`config.mk`:
```
export PLATFORM = sky130hd
export DESIGN_NAME = hazard_stall_controller
export DESIGN_NICKNAME = d
export VERILOG_FILES = /design/src/rtl/hazard_stall_controller.sv
export SDC_FILE = /design/constraint.sdc
export NUM_CORES = 1
export LEC_CHECK = 0
export BUFFER_PORTS_ARGS = -buffer_cell sky130_fd_sc_hd__buf_2
export CORE_ASPECT_RATIO = 1.4
export CORE_MARGIN = 3
export CORE_UTILIZATION = 45
export CTS_CLUSTER_DIAMETER = 80
export DETAILED_ROUTE_END_ITERATION = 16
export GPL_ROUTABILITY_DRIVEN = 0
export GPL_TIMING_DRIVEN = 0
export MAX_ROUTING_LAYER = met4
export PLACE_DENSITY = 0.72
export REMOVE_ABC_BUFFERS = 1
export SLEW_MARGIN = 5
export SYNTH_ARGS = -nofsm -noshare
export SYNTH_HDL_FRONTEND = slang
export SYNTH_SLANG_ARGS = --single-unit
```
`constraint.sdc`:
```
create_clock -name clk -period 2.07 [get_ports clk]
set_input_delay 0.3105 -clock clk [delete_from_list [all_inputs] [get_ports clk]]
set_output_delay 0.3105 -clock clk [all_outputs]
set_load 0.05 [all_outputs]
```
`src/rtl/hazard_stall_controller.sv`:
```
// ID-stage hazard detector: tracks in-flight EXE/MEM writers, raises stall/freeze,
// and sequences IF/ID flushes after taken branches.
module hazard_stall_controller #(
   parameter int REG_ADDR_W          = 5,
   parameter int BRANCH_FLUSH_CYCLES = 1,
   parameter int CNT_W               = 16
) (
   input  logic                  clk,
   input  logic                  rst,
   input  logic                  id_valid,
   input  logic [REG_ADDR_W-1:0] id_src1,
   input  logic [REG_ADDR_W-1:0] id_src2,
   input  logic                  id_uses_src2,
   input  logic [REG_ADDR_W-1:0] id_dest,
   input  logic                  id_wb_en,
   input  logic                  id_mem_read,
   input  logic                  forward_en,
   input  logic                  branch_taken,
   output logic                  hazard_detected,
   output logic                  pc_freeze,
   output logic                  ifid_flush,
   output logic [CNT_W-1:0]      stall_count
);

   typedef enum logic {IDLE, FLUSH} state_t;

   localparam logic [2:0] FLUSH_RELOAD = 3'(BRANCH_FLUSH_CYCLES - 1);

   // The WB-stage entry retires while the register file writes in the first half-cycle,
   // so it can never cause a hazard and only the EXE and MEM entries are held.
   logic                  exe_v_q, exe_v_d, exe_wb_q, exe_wb_d, exe_ld_q, exe_ld_d;
   logic [REG_ADDR_W-1:0] exe_dest_q, exe_dest_d;
   logic                  mem_v_q, mem_wb_q;
   logic [REG_ADDR_W-1:0] mem_dest_q;
   state_t                state_q, state_d;
   logic [2:0]            flush_cnt_q, flush_cnt_d;
   logic [CNT_W-1:0]      stall_count_q, stall_count_d;
   logic                  m_exe, m_mem, raw, flush_now, haz_now;

   function automatic logic slot_match(input logic v, input logic wb,
                                       input logic [REG_ADDR_W-1:0] dest,
                                       input logic [REG_ADDR_W-1:0] s1,
                                       input logic [REG_ADDR_W-1:0] s2,
                                       input logic use2);
      logic hit1, hit2;
      hit1 = (dest == s1) && (s1 != '0);
      hit2 = use2 && (dest == s2) && (s2 != '0);
      return v && wb && (hit1 || hit2);
   endfunction

   function automatic logic [CNT_W-1:0] sat_inc(input logic [CNT_W-1:0] c);
      return (c == {CNT_W{1'b1}}) ? c : c + 1'b1;
   endfunction

   always_comb begin
      m_exe     = slot_match(exe_v_q, exe_wb_q, exe_dest_q, id_src1, id_src2, id_uses_src2);
      m_mem     = slot_match(mem_v_q, mem_wb_q, mem_dest_q, id_src1, id_src2, id_uses_src2);
      raw       = forward_en ? (exe_ld_q & m_exe) : (m_exe | m_mem);
      flush_now = ~rst & (branch_taken | (state_q == FLUSH));
      haz_now   = id_valid & raw & ~flush_now & ~rst;
   end

   assign hazard_detected = haz_now;
   assign pc_freeze       = haz_now;
   assign ifid_flush      = flush_now;
   assign stall_count     = stall_count_q;

   always_comb begin
      exe_v_d    = id_valid;
      exe_wb_d   = id_wb_en;
      exe_ld_d   = id_mem_read;
      exe_dest_d = id_dest;
      if (haz_now || flush_now) begin
         exe_v_d    = 1'b0;
         exe_wb_d   = 1'b0;
         exe_ld_d   = 1'b0;
         exe_dest_d = '0;
      end
   end

   always_comb begin
      state_d       = state_q;
      flush_cnt_d   = flush_cnt_q;
      stall_count_d = haz_now ? sat_inc(stall_count_q) : stall_count_q;
      case (state_q)
         IDLE: begin
            if (branch_taken) begin
               flush_cnt_d = FLUSH_RELOAD;
               if (FLUSH_RELOAD != 3'd0) state_d = FLUSH;
            end
         end
         FLUSH: begin
            if (branch_taken) begin
               flush_cnt_d = FLUSH_RELOAD;
               if (FLUSH_RELOAD == 3'd0) state_d = IDLE;
            end else if (flush_cnt_q <= 3'd1) begin
               flush_cnt_d = 3'd0;
               state_d     = IDLE;
            end else begin
               flush_cnt_d = flush_cnt_q - 3'd1;
            end
         end
         default: begin
            state_d     = IDLE;
            flush_cnt_d = 3'd0;
         end
      endcase
   end

   always_ff @(posedge clk) begin
      if (rst) begin
         exe_v_q       <= 1'b0;
         exe_wb_q      <= 1'b0;
         exe_ld_q      <= 1'b0;
         mem_v_q       <= 1'b0;
         mem_wb_q      <= 1'b0;
         state_q       <= IDLE;
         flush_cnt_q   <= 3'd0;
         stall_count_q <= '0;
      end else begin
         exe_v_q       <= exe_v_d;
         exe_wb_q      <= exe_wb_d;
         exe_ld_q      <= exe_ld_d;
         mem_v_q       <= exe_v_q;
         mem_wb_q      <= exe_wb_q;
         state_q       <= state_d;
         flush_cnt_q   <= flush_cnt_d;
         stall_count_q <= stall_count_d;
      end
   end

   // Register indices are qualified by the valid bits, so they carry no reset.
   always_ff @(posedge clk) begin
      exe_dest_q <= exe_dest_d;
      mem_dest_q <= exe_dest_q;
   end

endmodule

```
== After elaboration in Yosys (flattened, before gate mapping) ==
Cells that the tools add are included.

* Register bits after elaboration: 35
* Output and inout bits: 19
* Logic and storage cells: 54

* Add/subtract/negate cells: 2
* Order comparisons: 1
* Eq/ne operators: 6
* Mux-type cells: 6
* Bitwise gates (word level): 11
* Reductions and logical operators: 18

{| class="wikitable"
|+ Operators with widths
! operator !! count
|-
| $eq 5x5->1 || 4
|-
| $add 16x1->16 const B || 1
|-
| $eq 16x16->1 const B || 1
|-
| $logic_and 1x1->1 || 10
|-
| $reduce_bool 5->1 || 2
|-
| $mux 3 || 3
|-
| $pmux 3 s2 || 1
|-
| $and 1x1->1 || 5
|-
| $not 1->1 || 4
|-
| $le 3x1->1 const B || 1
|-
| $logic_or 1x1->1 || 3
|-
| $reduce_or 3->1 || 1
|-
| $sub 3x1->3 const B || 1
|-
| $mux 1 || 2
|-
| $ne 2x2->1 const B || 1
|-
| $or 1x1->1 || 2
|-
| $reduce_and 2->1 || 1
|-
| $reduce_or 2->1 || 1
|}

== Longest topological paths before layout ==
* Depth after elaboration: 12
* Mapped depth: 8

== Least setup slack after synthesis ==
OpenSTA, ideal clock, no wires.

* Kind: reg2reg
* Start point: reg stall_count_q[0], in the netlist stall_count[0]
* End point: reg stall_count_q[7], in the netlist stall_count[7]
* Setup time: 121 ps
* Arrival: 2165 ps
* Required time: 1949 ps
* Path slack: -215 ps
* Stages on the path, launching flop included: 9
* Buffers on the path: 1
* Clock period less this slack: 2285 ps
* Cells stage by stage: dfxtp_1 > ha_1 > and3_1 > clkbuf_1 > nand4_1 > o2111ai_1 > nand2_1 > and3_1 > mux2_2

* Longest elaborated chain between the ends: 3

{| class="wikitable"
|+ Ends and longest elaborated chain
! element !! RTL line !! source
|-
| start: declaration || 37 || <nowiki>logic [CNT_W-1:0] stall_count_q, stall_count_d;</nowiki>
|-
| start signal: assignment || 128 || <nowiki>stall_count_q <= stall_count_d;</nowiki>
|-
| branches (longest 3 deep; another with $add 16x1->16) || n/a ||
|}

Several ways; the timed one is not identified.
A chain may end at the register's enable or synchronous reset.

== Worst setup path in the final report ==
* Start point: in id_src2[1]
* End point: out pc_freeze

* Longest elaborated chain between the ends: 10

{| class="wikitable"
|+ Ends and longest elaborated chain
! element !! RTL line !! source
|-
| start: declaration || 12 || <nowiki>input logic [REG_ADDR_W-1:0] id_src2,</nowiki>
|-
| $eq 5x5->1 || 47 || <nowiki>hit2 = use2 && (dest == s2) && (s2 != '0);</nowiki>
|-
| $logic_and 1x1->1 (2 in a row) || 47 ||
|-
| $logic_or 1x1->1 || 48 || <nowiki>return v && wb && (hit1 || hit2);</nowiki>
|-
| $logic_and 1x1->1 || 48 ||
|-
| $or 1x1->1 / $and 1x1->1 (equally long branches) || 58 || <nowiki>raw = forward_en ? (exe_ld_q & m_exe) : (m_exe | m_mem);</nowiki>
|-
| $mux 1 (*) || 58 ||
|-
| $and 1x1->1 (*) (3 in a row) || 60 || <nowiki>haz_now = id_valid & raw & ~flush_now & ~rst;</nowiki>
|-
| end: declaration || 20 || <nowiki>output logic pc_freeze,</nowiki>
|}

Every way passes the cells marked *; elsewhere a longest branch is shown, timed or not.

==> results.sh <==
export IMPL_fin_skew_ns=0.00433
export IMPL_avgSynthCellArea_um2=9.00
export IMPL_post_route_min_period_ns=2.23
export IMPL_wl_um=4390
export IMPL_cp_arrival_ns=1.92
export IMPL_grt_pass1_wl_um=7000
export IMPL_yosysSeqAreaShare_pct=40.8
export IMPL_cts_sinks=35
export IMPL_rsz0062_at_grt="true"
export IMPL_critPathKind="input port to primary output"
export IMPL_p_leak_uw=0.000971
export IMPL_syn_cell_area_mm2=0.00172
export IMPL_hold_viol=0
export IMPL_start_kind="input port"
export IMPL_clockBufferDepth=2
export IMPL_synthCells=191
export IMPL_hold_depth=2
export IMPL_synth_flop_cell="dfxtp_1"
export IMPL_wl_per_cell_um=15.2
export IMPL_cap_violations=0
export IMPL_r2r_cells=9
export IMPL_yosys_register_bits=35
export IMPL_vias_per_cell=5.56
export IMPL_min_to="exe_dest_q[3]"
export IMPL_fmax_ghz=0.448
export IMPL_dr_first_iter_drc_count=43
export IMPL_path_max_fanout=4
export IMPL_peakVddDrop_uv=510
export IMPL_start_util_pct=48.6
export IMPL_finalSetupViolCount=13
export IMPL_clk_pin_slew_worst_paths_ns=0.06
export IMPL_p_per_area_mw_per_mm2=585
export IMPL_die_y_um=79.1
export IMPL_dpl_cell_area_mm2=0.00193
export IMPL_dieArea_mm2=0.00461
export IMPL_core_area_mm2=0.00353
export IMPL_num_io_pins=42
export IMPL_r2r_end="stall_count[5]"
export IMPL_regToRegStartpoint="mem_dest_q[0]"
export IMPL_slew_viol_final=0
export IMPL_cts_root_buf="clkbuf_8"
export IMPL_whs_ns=0.221
export IMPL_fp_row_count=25
export IMPL_yosysWarningCount=0
export IMPL_vias=1600
export IMPL_drc=0
export IMPL_fillerInstances=304
export IMPL_cts_htree_levels=2
export IMPL_cts_inserted_buffers=5
export IMPL_hpwl_um=2710
export IMPL_drt_pass1_iterations=5
export IMPL_drive_gt1_share_pct=39.1
export IMPL_grt_max_degree=30
export IMPL_fin_crit_sh_pct=108
export IMPL_layout_cells_non_filler=288
export IMPL_dp_cells=265
export IMPL_status="complete, but fails checks"
export IMPL_regToRegSetupSlack_ns=-0.10
export IMPL_cp_required_ns=1.76
export IMPL_syn2layout_area_growth_pct=38.3
export IMPL_fin_area_mm2=0.00238
export IMPL_insertion_delay_ns=0.29
export IMPL_slew_headroom_pct=61.1
export IMPL_n_antenna_cell=0
export IMPL_die_x_um=58.2
export IMPL_synth_edf_count=0
export IMPL_place_ws_ns=-0.407
export IMPL_min_from="id_dest[3]"
export IMPL_ys_types=37
export IMPL_antenna_found_initial=0
export IMPL_crit_path_end_kind="primary output"
export IMPL_setup_tns_ns=-0.978
export IMPL_postLayoutSetupSlackWorst_ns=-0.160
export IMPL_num_nets_final=273
export IMPL_hp_class="input port to flop"
export IMPL_violations="setup timing"
export IMPL_grt_use_total_pct=20.6
export IMPL_ant_nets=0
export IMPL_io_buffers=41
export IMPL_cts_tree="yes"
export IMPL_synth_async_reset_ratio_pct=0
export IMPL_grt_pass1_vias=1521
export IMPL_grt_overflow=0
export IMPL_worst_slew_pin_slew_ns=0.583
## logic make-up (layout without fill, tap and decap cells)
family,count (synthesis),count (layout),synth area share (%)
xor+xnor,21,21,10.7
fa+ha+maj,3,3,2.18
buf+inv,13,69,3.93
flops,35,35,40.8
simple gates,78,78,26.3
compound gates,38,39,14.3
mux,3,3,1.89
## power breakdown
group	total, uW	switching (uW)	internal (uW)
combinational	145	74.2	70.8
sequential	707	14.9	692
clock	539	236	303
total	1390	325	1070
## Yosys cell counts (all sizes together), types with 3 or more instances
master / number / area (um2)
nor2b: 5 / 31.3
dfxtp: 35 / 701
xnor2: 12 / 105
buf: 3 / 30.0
inv: 6 / 22.5
and3: 7 / 43.8
nand2: 4 / 15.0
nand4: 5 / 31.3
nor2: 16 / 60.1
a21oi: 15 / 75.1
xor2: 9 / 78.8
o21ai: 9 / 45.0
ha: 3 / 37.5
o21a: 4 / 30.0
and2: 6 / 37.5
nor3: 3 / 15.0
nor4b: 5 / 43.8
clkbuf: 4 / 15.0
o211ai: 3 / 36.3
or3: 5 / 31.3
nand3: 10 / 50.1
or4: 3 / 22.5
## worst max-delay path, stage by stage
cell and delay (ns):
buf_8 0.10, or4_4 0.52, o21a_1 0.22, nor4b_4 0.14
o21ba_4 0.24, o21a_4 0.24, buf_8 0.15
## metal layers
| metal | GRT usage [%] | share of wire, % | vias up |
|---|---|---|---|
| met5 | - | 0 | - |
| met3 | 5.04 | 4.9 | 9 |
| met2 | 35.6 | 53 | 52 |
| met1 | 21.9 | 40 | 740 |
| met4 | 8.82 | 2.0 | 0 |
| li1 | - | - | 799 |
## metrics by stage
stage	util (%)	total power, uW
floorplan	-	776
global placement	54.6	823
detailed placement	54.6	825
CTS	62.1	1380
global route	67.3	1450
finish	67.3	1390
## registers in the layout, indices dropped and copies added (netlist names), 3 cells and up
register,count
stall_count,16
exe_dest_q,5
mem_dest_q,5
flush_cnt_q,3
## cell usage in the layout, fill, tap and decap left out, types with 3 or more instances in the layout
cell type / instances
buf_2: 37
dfxtp_1: 29
nor2_1: 14
a21oi_1: 13
xor2_1: 9
xnor2_1: 9
nand3_1: 9
buf_4: 9
o21ai_0: 8
clkbuf_8: 7
inv_1: 6
and3_1: 6
and2_1: 6
nand4_1: 5
nor2b_1: 5
dfxtp_2: 5
nand2_1: 4
or3_1: 4
buf_8: 4
buf_6: 4
or4_4: 3
nor4b_4: 3
xnor2_2: 3
ha_1: 3
## area by class of cell
type                       instances  area (um2)  share of cell area, %
inverter                           6        22.5                  0.947
timing repair buffer              55         378                   15.9
multi-input combinational        144        1120                   46.9
tap                               40        50.0                   2.11
clock buffer                       8         100                   4.21
sequential                        35         711                   29.9
## repair_timing
| item | CTS | global route |
|---|---|---|
| hold buffers | 0 | 0 |
| setup endpoints to repair | 17 | 21 |
| gates resized for setup | 23 | 29 |
| gates cloned | 1 | 0 |
| pin swaps | 3 | 18 |
| buffers inserted | 6 | 8 |
## how the worst max path moves through the flow
stage / start / end / slack [ns] / cells past startpoint
2_1_floorplan: id_src2[0] / stall_count[6] / -0.43 / 7
3_3_place_gp: id_src2[0] / hazard_detected / -0.35 / 7
3_5_place_dp: rst / stall_count[14] / -0.41 / 5
4_1_cts: id_src2[3] / hazard_detected / -0.12 / 7
5_1_grt: id_src2[1] / stall_count[11] / -0.18 / 9
6_report: id_src2[1] / pc_freeze / -0.16 / 7
(Power assumes the default switching activity.)
